==> src/rtl/pong_ball_engine.sv <==
// Pong game-state engine: per-frame ball motion, wall/paddle bounces, scoring, game sequencing.
// Optional PONG_SPEEDUP_EN: each paddle hit speeds the ball up by 1, capped at MAX_SPEED.
module pong_ball_engine #(
  parameter int H_VIDEO       = 640,
  parameter int V_VIDEO       = 480,
  parameter int SQUARE_WIDTH  = 16,
  parameter int PADDLE_WIDTH  = 12,
  parameter int PADDLE_HEIGHT = 96,
  parameter int PADDLE1_X     = 32,
  parameter int PADDLE2_X     = 596,
  parameter int BALL_SPEED    = 4,
  parameter int MAX_SPEED     = 8,
  parameter int SERVE_FRAMES  = 60,
  parameter int WIN_SCORE     = 9
) (
  input  logic       clk_0,
  input  logic       rst,
  input  logic       frame_tick,
  input  logic       start_btn,
  input  logic [9:0] paddle1_ypos,
  input  logic [9:0] paddle2_ypos,
  output logic [9:0] square_xpos,
  output logic [9:0] square_ypos,
  output logic       sq_shown,
  output logic [3:0] score_p1,
  output logic [3:0] score_p2,
  output logic       game_over,
  output logic       game_startup
);

  localparam int          CNT_W       = $clog2(SERVE_FRAMES + 1);
  localparam logic [10:0] X_MAX       = 11'(H_VIDEO - SQUARE_WIDTH);
  localparam logic [10:0] Y_MAX       = 11'(V_VIDEO - SQUARE_WIDTH);
  localparam logic [9:0]  X_CENTRE    = 10'((H_VIDEO - SQUARE_WIDTH) / 2);
  localparam logic [9:0]  Y_CENTRE    = 10'((V_VIDEO - SQUARE_WIDTH) / 2);
  localparam logic [10:0] P1_EDGE     = 11'(PADDLE1_X + PADDLE_WIDTH);
  localparam logic [10:0] P2_EDGE     = 11'(PADDLE2_X - SQUARE_WIDTH);
  localparam logic [10:0] SIDE        = 11'(SQUARE_WIDTH);
  localparam logic [10:0] PAD_H       = 11'(PADDLE_HEIGHT);
  localparam logic [3:0]  SPEED_CAP   = 4'(MAX_SPEED);
  localparam logic [3:0]  START_SPEED = (4'(BALL_SPEED) > SPEED_CAP) ? SPEED_CAP : 4'(BALL_SPEED);
  localparam logic [3:0]  WIN         = 4'(WIN_SCORE);
  localparam logic [CNT_W-1:0] LAST_SERVE = CNT_W'(SERVE_FRAMES - 1);

  typedef enum logic [1:0] {STARTUP, SERVE, PLAY, GAME_OVER} state_t;

  state_t           state, state_nxt;
  logic [9:0]       x, x_nxt, y, y_nxt, y_play;
  logic             dx, dx_nxt, dy, dy_nxt, dy_play;
  logic [3:0]       speed;
  logic [CNT_W-1:0] cnt, cnt_nxt;
  logic [3:0]       s1, s1_nxt, s2, s2_nxt, s1_inc, s2_inc;
  logic             shown, shown_nxt, over, over_nxt, startup, startup_nxt;
  logic             btn_q, btn_prev, press;
  logic [10:0]      x_w, y_w, s_w, p1_w, p2_w;
  logic             overlap1, overlap2, hit_l, hit_r, miss_l, miss_r;

  assign press  = btn_q & ~btn_prev;
  assign s1_inc = s1 + 4'd1;
  assign s2_inc = s2 + 4'd1;

  // dx=1 means moving right, dy=1 means moving down; all maths in 11 bits so nothing wraps
  assign x_w  = {1'b0, x};
  assign y_w  = {1'b0, y};
  assign s_w  = {7'b0, speed};
  assign p1_w = {1'b0, paddle1_ypos};
  assign p2_w = {1'b0, paddle2_ypos};

  assign overlap1 = (y_w + SIDE > p1_w) && (y_w < p1_w + PAD_H);
  assign overlap2 = (y_w + SIDE > p2_w) && (y_w < p2_w + PAD_H);
  assign hit_l    = !dx && (x_w >= P1_EDGE) && (x_w - s_w <= P1_EDGE) && overlap1;
  assign hit_r    =  dx && (x_w <= P2_EDGE) && (x_w + s_w >= P2_EDGE) && overlap2;
  assign miss_l   = !dx && !hit_l && (x_w < s_w);
  assign miss_r   =  dx && !hit_r && (x_w + s_w > X_MAX);

  always_comb begin
    y_play  = y;
    dy_play = dy;
    if (!dy) begin
      if (y_w < s_w) begin
        y_play  = 10'd0;
        dy_play = 1'b1;
      end else begin
        y_play = 10'(y_w - s_w);
      end
    end else begin
      if (y_w + s_w > Y_MAX) begin
        y_play  = 10'(Y_MAX);
        dy_play = 1'b0;
      end else begin
        y_play = 10'(y_w + s_w);
      end
    end
  end

  always_comb begin
    state_nxt   = state;
    x_nxt       = x;
    y_nxt       = y;
    dx_nxt      = dx;
    dy_nxt      = dy;
    cnt_nxt     = cnt;
    s1_nxt      = s1;
    s2_nxt      = s2;
    shown_nxt   = shown;
    over_nxt    = over;
    startup_nxt = startup;
    case (state)
      STARTUP: begin
        if (press) begin
          s1_nxt      = 4'd0;
          s2_nxt      = 4'd0;
          startup_nxt = 1'b0;
          x_nxt       = X_CENTRE;
          y_nxt       = Y_CENTRE;
          cnt_nxt     = '0;
          state_nxt   = SERVE;
        end
      end
      SERVE: begin
        x_nxt     = X_CENTRE;
        y_nxt     = Y_CENTRE;
        shown_nxt = 1'b0;
        if (frame_tick) begin
          if (cnt == LAST_SERVE) begin
            cnt_nxt   = '0;
            shown_nxt = 1'b1;
            state_nxt = PLAY;
          end else begin
            cnt_nxt = cnt + 1'b1;
          end
        end
      end
      PLAY: begin
        if (frame_tick) begin
          y_nxt  = y_play;
          dy_nxt = dy_play;
          if (hit_l) begin
            x_nxt  = 10'(P1_EDGE);
            dx_nxt = 1'b1;
          end else if (hit_r) begin
            x_nxt  = 10'(P2_EDGE);
            dx_nxt = 1'b0;
          end else if (miss_l || miss_r) begin
            // Direction is kept so the next serve heads toward whoever conceded
            x_nxt     = X_CENTRE;
            y_nxt     = Y_CENTRE;
            shown_nxt = 1'b0;
            cnt_nxt   = '0;
            if (miss_l) s2_nxt = s2_inc;
            else        s1_nxt = s1_inc;
            if ((miss_l && s2_inc == WIN) || (miss_r && s1_inc == WIN)) begin
              over_nxt  = 1'b1;
              state_nxt = GAME_OVER;
            end else begin
              state_nxt = SERVE;
            end
          end else if (dx) begin
            x_nxt = 10'(x_w + s_w);
          end else begin
            x_nxt = 10'(x_w - s_w);
          end
        end
      end
      GAME_OVER: begin
        if (press) begin
          over_nxt    = 1'b0;
          startup_nxt = 1'b1;
          state_nxt   = STARTUP;
        end
      end
      default: state_nxt = STARTUP;
    endcase
  end

  always_ff @(posedge clk_0) begin
    if (!rst) begin
      state    <= STARTUP;
      x        <= X_CENTRE;
      y        <= Y_CENTRE;
      dx       <= 1'b1;
      dy       <= 1'b1;
      cnt      <= '0;
      s1       <= 4'd0;
      s2       <= 4'd0;
      shown    <= 1'b0;
      over     <= 1'b0;
      startup  <= 1'b1;
      btn_q    <= 1'b0;
      btn_prev <= 1'b0;
    end else begin
      state    <= state_nxt;
      x        <= x_nxt;
      y        <= y_nxt;
      dx       <= dx_nxt;
      dy       <= dy_nxt;
      cnt      <= cnt_nxt;
      s1       <= s1_nxt;
      s2       <= s2_nxt;
      shown    <= shown_nxt;
      over     <= over_nxt;
      startup  <= startup_nxt;
      btn_q    <= start_btn;
      btn_prev <= btn_q;
    end
  end

`ifdef PONG_SPEEDUP_EN
  logic [3:0] speed_nxt;

  // Speed falls back to the serve speed whenever a serve is pending
  always_comb begin
    speed_nxt = speed;
    if (state == SERVE || state_nxt == SERVE)
      speed_nxt = START_SPEED;
    else if (state == PLAY && frame_tick && (hit_l || hit_r) && speed < SPEED_CAP)
      speed_nxt = speed + 4'd1;
  end

  always_ff @(posedge clk_0) begin
    if (!rst) speed <= START_SPEED;
    else      speed <= speed_nxt;
  end
`else
  assign speed = START_SPEED;
`endif

  assign square_xpos  = x;
  assign square_ypos  = y;
  assign sq_shown     = shown;
  assign score_p1     = s1;
  assign score_p2     = s2;
  assign game_over    = over;
  assign game_startup = startup;

endmodule

==> config.mk <==
export PLATFORM = sky130hd
export DESIGN_NAME = pong_ball_engine
export DESIGN_NICKNAME = d
export VERILOG_FILES = /design/src/rtl/pong_ball_engine.sv
export SDC_FILE = /design/constraint.sdc
export NUM_CORES = 1
export LEC_CHECK = 0
export BUFFER_PORTS_ARGS = -buffer_cell sky130_fd_sc_hd__buf_4
export CAP_MARGIN = 20
export CORE_MARGIN = 5
export CORE_UTILIZATION = 54
export DETAILED_ROUTE_END_ITERATION = 7
export PLACE_DENSITY = 0.76
export SKIP_LAST_GASP = 1
export SLEW_MARGIN = 20
export SYNTH_ARGS = -nofsm -noshare
export SYNTH_HDL_FRONTEND = slang
export SYNTH_SLANG_ARGS = --single-unit
==> constraint.sdc <==
create_clock -name clk_0 -period 5.9 [get_ports clk_0]
set_input_delay 1.18 -clock clk_0 [delete_from_list [all_inputs] [get_ports clk_0]]
set_output_delay 1.18 -clock clk_0 [all_outputs]
set_load 0.02 [all_outputs]
==> summary.md, run 1 <==
### Outcome
* **outcome** complete, no violations

### STA
* **TNS Setup** 0 ps
* **setup skew after layout** 7.979 ps
* **# setup viols final** 0
* **Worst slew margin** 0.4752
* **RSZ-0062 raised after global routing** false
* **count of final hold-check violations** 0
* **worst-margin pin slew** 786.3 ps
* **final critical path time including I/O delays and setup** 3623 ps
* **maximum achievable frequency** 0.2761 GHz
* **max-slew violation count** 0
* **final critical-path share of the clock period** 0.6140

### Global routing
* **overall routing resource usage** 0.2389
* **number of global-route vias before repair** 3,925
* **total congestion overflow** 0
* **maximum number of pins on one net before global-route repair** 29
* **number of antenna violations at the first check in global routing** 0
* **global-route wire length before repair** 18,060 um

### Worst setup path
* **crit path from** paddle2_ypos[5]
* **Critical Setup Path Class** primary input to register
* **critical path cell sequence** buf_4 -> inv_1 -> ha_1 -> nor3_1 -> xnor2_1 -> ha_1 -> o2111ai_1 -> or3_1 -> a21oi_1 -> a211oi_1 -> a21oi_1 -> o41ai_1 -> a311oi_1
* **worst-path maximum fanout** 7
* **capturing element type of the critical path** register
* **Setup crit start kind** primary input
* **critical path's largest stage delay** 520 ps
* **CP bufs+invs** 2
* **worst-case register-to-register setup slack** 2310 ps
* **Largest delay share family, worst path** compound AO/OA/AOI/OAI gates
* **CP max-delay cell** sky130_fd_sc_hd__a21oi_1
* **data required time at the worst endpoint** 6100 ps
* **Critical Path AT** 3830 ps
* **reg-to-reg startpoint** square_ypos[4]

### Drt
* **wirelength, routed** 10,870 um
* **Final ANT Viol Nets** 0
* **detailed-route DRC error count** 0
* **vias per cell** 6.189
* **1st-pass router iterations** 5
* **post-detailed-route wirelength per cell** 15.94 um
* **first-iteration detailed-routing DRC count** 308
* **total number of vias** 4,221

### Logic synthesis
* **number of enable flip-flop cells after synthesis** 0
* **part of the Yosys area used for sequential elements** 0.2032
* **Unique masters post-synth** 71
* **most used flip-flop cell after synthesis** sky130_fd_sc_hd__dfxtp_1
* **number of standard cells after synthesis** 553
* **number of synthesized register bits** 41
* **Mapped Area** 4039 um2
* **share of flip-flops with an asynchronous set or reset after synthesis** 0
* **mean post-synth cell area** 7.304 um2
* **synth warn** 0

### Clock tree
* **cells resized by post-CTS repair** 0
* **number of hold buffers added after cts** 0
* **clk_lat worst skew** 290 ps
* **maximum buffer depth of the clock tree** 2
* **number of buffers inserted by post-CTS setup repair** 0
* **CTS H-Tree Depth** 2
* **number of sinks driven by the clock tree** 41
* **clock tree from TritonCTS** yes
* **Num CTS Buffers** 5
* **clock tree root buffer cell** sky130_fd_sc_hd__clkbuf_8
* **clock transition at the registers of the reported paths** 80 ps

### Final layout
* **area of combinational cells with multiple inputs** 2924 um2
* **area overhead of the layout relative to synthesis** 11.68%
* **share of cells above drive strength 1** 0.1235
* **Nets** 654
* **Filler cells** 692
* **top library cells by usage in the layout, fill and taps aside** 53 x sky130_fd_sc_hd__nand2_1, 53 x sky130_fd_sc_hd__buf_4, 48 x sky130_fd_sc_hd__ha_1, 47 x sky130_fd_sc_hd__nor2_1, 41 x sky130_fd_sc_hd__dfxtp_1
* **utilization after layout** 0.6219
* **antenna diode count** 0
* **sequential cell area** 820.8 um2

### Floorplanning
* **overall die width** 96.49 um
* **vertical die dimension** 96.49 um
* **ports placed on the boundary** 55
* **Core Rows** 31
* **initial core utilization** 0.5568
* **area of the die** 9309 um2
* **Std-Cell Core Area** 7253 um2

### Power
* **total power divided by cell area** 126.7 nW/um2
* **Leakage Power** 1.822 nW
* **Power Total** 0.5716 mW
* **maximum VDD drop** 131.1 uV

### Flow run
* **Max-cap violations** 0

### Worst hold path
* **startpoint of the lowest-slack hold path** btn_q
* **Tightest Hold Check Type** register to register

### Placement
* **post-detailed-placement half-perimeter wirelength** 8148 um
* **Final GP Congestion** 0.8737
* **PortBufs** 52

## routing by layer
| layer | GRT usage | vias up | share of wire |
|---|---|---|---|
| li1 | - | 2066 | - |
| met1 | 0.3084 | 1968 | 0.44 |
| met2 | 0.4144 | 168 | 0.49 |
| met3 | 0.03098 | 19 | 0.054 |
| met4 | 0.07126 | 0 | 0.017 |
| met5 | 0 | - | 0 |
## per-stage QoR
| step | cell area [um2] | instances | worst slack [ps] | hold slack (ps) |
|---|---|---|---|---|
| after floorplan | 4043 | 554 | 2429 | 421.4 |
| after global placement | 4402 | 672 | 2084 | 433.9 |
| after detailed placement | 4407 | 673 | 2005 | 444.1 |
| after CTS | 4503 | 681 | 2310 | 464.1 |
| after global routing | 4511 | 682 | 2027 | 483.1 |
| final | 4511 | 682 | 2277 | 457.0 |
## report_power, final
part	internal [mW]	switching, mW	total [mW]
clock	0.0948	0.0959	0.191
sequential	0.279	0.00504	0.284
combinational	0.0402	0.0564	0.0967
## final timing paths
path,endpoint,cells past startpoint
max,square_xpos[5],13
min,btn_prev,1
max reg2reg,score_p1[2],11
min reg2reg,btn_prev,1
## area by class of cell
| cell class | instances | area share |
|---|---|---|
| clock buffers | 6 | 0.01831 |
| clock inverters | 2 | 0.003051 |
| inverters | 38 | 0.03162 |
| multi-input cells | 442 | 0.6483 |
| flip-flops and latches | 41 | 0.1820 |
| well taps | 99 | 0.02746 |
| repair buffers | 54 | 0.08932 |
## worst register-to-register path: stages, from the launching register on
cell and delay, ps:
sky130_fd_sc_hd__dfxtp_1 720, sky130_fd_sc_hd__ha_1 390, sky130_fd_sc_hd__xor2_1 280, sky130_fd_sc_hd__ha_1 310, sky130_fd_sc_hd__a211oi_1 210, sky130_fd_sc_hd__nor2_1 70, sky130_fd_sc_hd__nor4_1 410, sky130_fd_sc_hd__a21oi_1 220
sky130_fd_sc_hd__a21oi_4 260, sky130_fd_sc_hd__nand3_2 120, sky130_fd_sc_hd__o21ai_0 280, sky130_fd_sc_hd__o21ai_0 190
## cells by family (layout without fill, tap and decap cells)
kind of cell	after synthesis	count (layout)	share of synthesized area
compound gates	152	152	0.2494
xor+xnor	19	19	0.04120
fa+ha+maj	48	48	0.1487
buf+inv	71	100	0.07373
flops	41	41	0.2032
mux	4	4	0.01022
other cells	1	2	0.0009285
simple gates	217	217	0.2726
## registers in the layout, indices dropped and copies added, names as in the netlist
name / flops
state: 2
game_over: 1
score_p1: 4
btn_q: 1
square_ypos: 10
square_xpos: 8
cnt: 6
score_p2: 4
dy: 1
game_startup: 1
sq_shown: 1
dx: 1
btn_prev: 1
## cell usage after synthesis (7+ instances only)
cell / instances / area (um2)
sky130_fd_sc_hd__and2_1: 7 / 43.79
sky130_fd_sc_hd__nand3_1: 24 / 120.1
sky130_fd_sc_hd__nor2_1: 47 / 176.4
sky130_fd_sc_hd__dfxtp_1: 41 / 820.8
sky130_fd_sc_hd__nor2b_1: 8 / 50.05
sky130_fd_sc_hd__a211oi_1: 9 / 67.56
sky130_fd_sc_hd__nand2b_1: 10 / 62.56
sky130_fd_sc_hd__xnor2_1: 11 / 96.34
sky130_fd_sc_hd__or3_1: 7 / 43.79
sky130_fd_sc_hd__clkbuf_1: 17 / 63.81
sky130_fd_sc_hd__xor2_1: 8 / 70.07
sky130_fd_sc_hd__o21ai_0: 37 / 185.2
sky130_fd_sc_hd__nand2_1: 53 / 198.9
sky130_fd_sc_hd__ha_1: 48 / 600.6
sky130_fd_sc_hd__inv_1: 38 / 142.6
sky130_fd_sc_hd__buf_2: 12 / 60.06
sky130_fd_sc_hd__nand4_1: 8 / 50.05
sky130_fd_sc_hd__a21oi_1: 39 / 195.2
sky130_fd_sc_hd__nor3_1: 20 / 100.1
Power figures use the tool's default switching activity.
==> run 2, diff against run 1 <==
CORE_UTILIZATION = 53   (was 54)
PLACE_DENSITY = 0.77   (was 0.76)
clock period = 3.2 ns   (was 5.9 ns; I/O delays follow)
==> summary.md, run 2 (synthesis results as in run 1) <==
### Outcome
* **outcome** complete, no violations

### Drt
* **Final ANT Viol Nets** 0
* **first-iteration detailed-routing DRC count** 292
* **total number of vias** 4,311
* **detailed-route DRC error count** 0
* **vias per cell** 6.098
* **wirelength, routed** 11,050 um
* **1st-pass router iterations** 5
* **post-detailed-route wirelength per cell** 15.63 um

### Floorplanning
* **Std-Cell Core Area** 7331 um2
* **ports placed on the boundary** 55
* **initial core utilization** 0.5509
* **Core Rows** 31
* **vertical die dimension** 97.30 um
* **area of the die** 9466 um2
* **overall die width** 97.30 um

### Worst setup path
* **capturing element type of the critical path** register
* **worst-path maximum fanout** 8
* **Critical Setup Path Class** primary input to register
* **data required time at the worst endpoint** 3360 ps
* **cells on worst reg2reg path** 13
* **worst-case register-to-register setup slack** 170 ps
* **Critical Path AT** 3200 ps
* **Reg2Reg Capture Point** cnt[2]
* **reg-to-reg startpoint** square_ypos[4]
* **Setup crit start kind** primary input

### Global routing
* **number of global-route vias before repair** 4,194
* **overall routing resource usage** 0.2287
* **number of antenna violations at the first check in global routing** 0
* **global-route wire length before repair** 18,840 um
* **total congestion overflow** 0
* **maximum number of pins on one net before global-route repair** 29

### Power
* **switching power** 0.2966 mW
* **cell-internal power** 0.7460 mW
* **portion of total power attributed to the clock network** 0.321
* **portion of total power attributed to combinational logic** 0.177
* **Power Total** 1.043 mW
* **Leakage Power** 1.938 nW
* **maximum VDD drop** 308.0 uV
* **total power divided by cell area** 221.4 nW/um2
* **sequential group share of total power** 0.502
* **switching share of power** 0.2845

### Placement
* **post-detailed-placement half-perimeter wirelength** 8545 um
* **Final GP Congestion** 0.9145
* **number of placed instances, taps included** 699
* **area after detailed placement** 4604 um2
* **PortBufs** 52

### STA
* **worst-margin pin slew** 747.2 ps
* **setup skew after layout** 8.628 ps
* **Worst slew margin** 0.5013
* **maximum achievable frequency** 0.3291 GHz
* **final critical path time including I/O delays and setup** 3039 ps
* **TNS Setup** 0 ps
* **RSZ-0062 raised after global routing** false
* **max-slew violation count** 0
* **# setup viols final** 0
* **final critical-path share of the clock period** 0.9497
* **count of final hold-check violations** 0

### Final layout
* **most common library cell in the layout ignoring fill and taps** sky130_fd_sc_hd__buf_4
* **Nets** 679
* **antenna diode count** 0
* **area overhead of the layout relative to synthesis** 16.57%
* **top library cells by usage in the layout, fill and taps aside** 79 x sky130_fd_sc_hd__buf_4, 53 x sky130_fd_sc_hd__nand2_1, 47 x sky130_fd_sc_hd__ha_1, 46 x sky130_fd_sc_hd__nor2_1
* **area of all placed cells without fillers** 4708 um2
* **Finished Layout Cells** 707
* **Largest register FFs** 10
* **utilization after layout** 0.6423
* **share of cells above drive strength 1** 0.1694

### Worst hold path
* **worst hold path cell count** 1
* **startpoint of the lowest-slack hold path** btn_q
* **destination of the worst hold path** btn_prev
* **Tightest Hold Check Type** register to register

### Clock tree
* **number of sinks driven by the clock tree** 41
* **Num CTS Buffers** 5
* **maximum buffer depth of the clock tree** 2
* **clock tree root buffer cell** sky130_fd_sc_hd__clkbuf_8
* **clock tree from TritonCTS** yes
* **clock transition at the registers of the reported paths** 80 ps
* **clk_lat worst skew** 290 ps
* **CTS H-Tree Depth** 2

### Flow run
* **Max-cap violations** 0

-- run 2: worst max path at each step --
stage / startpoint / endpoint / slack (ps) / cells past startpoint
floorplan: square_ypos[6] / score_p1[3] / 260 / 12
global placement: paddle2_ypos[5] / square_ypos[0] / -60 / 14
detailed placement: paddle2_ypos[5] / square_ypos[0] / -140 / 14
CTS: square_ypos[4] / square_xpos[5] / 40 / 12
global route: square_ypos[4] / cnt[2] / 0.5 / 13
finish: paddle2_ypos[5] / cnt[2] / 160 / 14
-- run 2: power groups by stage --
stage,Combinational [mW],Sequential (mW),Clock (mW)
finish,0.185,0.523,0.334
global route,0.206,0.525,0.358
CTS,0.184,0.524,0.336
detailed placement,0.182,0.536,0
global placement,0.176,0.536,0
floorplan,0.114,0.535,0
-- run 2: cell type report --
type                            count  area (um2)
Clock buffer                        6       72.57
Tap cell                           99       123.9
Multi-Input combinational cell    442        2939
Clock inverter                      2       10.01
Inverter                           38       142.6
Fill cell                         655        2623
Timing Repair Buffer               79       593.1
Sequential cell                    41       827.0
-- run 2: through the flow --
stage	worst slack, ps	hold slack [ps]
after floorplan	258.4	421.4
after global placement	-55.40	432.4
after detailed placement	-144.6	446.4
after CTS	40.05	470.0
after global routing	0.4854	488.9
final	161.0	467.5
-- run 2: critical path, stage by stage --
cell	delay [ps]
sky130_fd_sc_hd__buf_4	80
sky130_fd_sc_hd__inv_1	50
sky130_fd_sc_hd__ha_1	220
sky130_fd_sc_hd__nor3_1	180
sky130_fd_sc_hd__xnor2_1	100
sky130_fd_sc_hd__ha_1	320
sky130_fd_sc_hd__o2111ai_1	90
sky130_fd_sc_hd__or3_1	320
sky130_fd_sc_hd__a21oi_1	240
sky130_fd_sc_hd__a21oi_1	130
sky130_fd_sc_hd__a21oi_4	260
sky130_fd_sc_hd__o21ai_1	230
sky130_fd_sc_hd__a32oi_1	290
sky130_fd_sc_hd__nor2_1	50
-- run 2: repair_timing --
action | in CTS | in global routing
setup endpoints to repair | 2 | 26
hold buffers | 0 | 0
buffers inserted | 0 | 0
pin swaps | 0 | 1
gates resized for setup | 1 | 7
cloned | 0 | 0
-- run 2: layer usage --
metal,global-route usage,up-vias,part of all wire
met5,0,-,0
met4,0.06070,0,0.010
met3,0.02656,16,0.051
met2,0.4055,155,0.49
met1,0.2932,2015,0.45
li1,-,2125,-
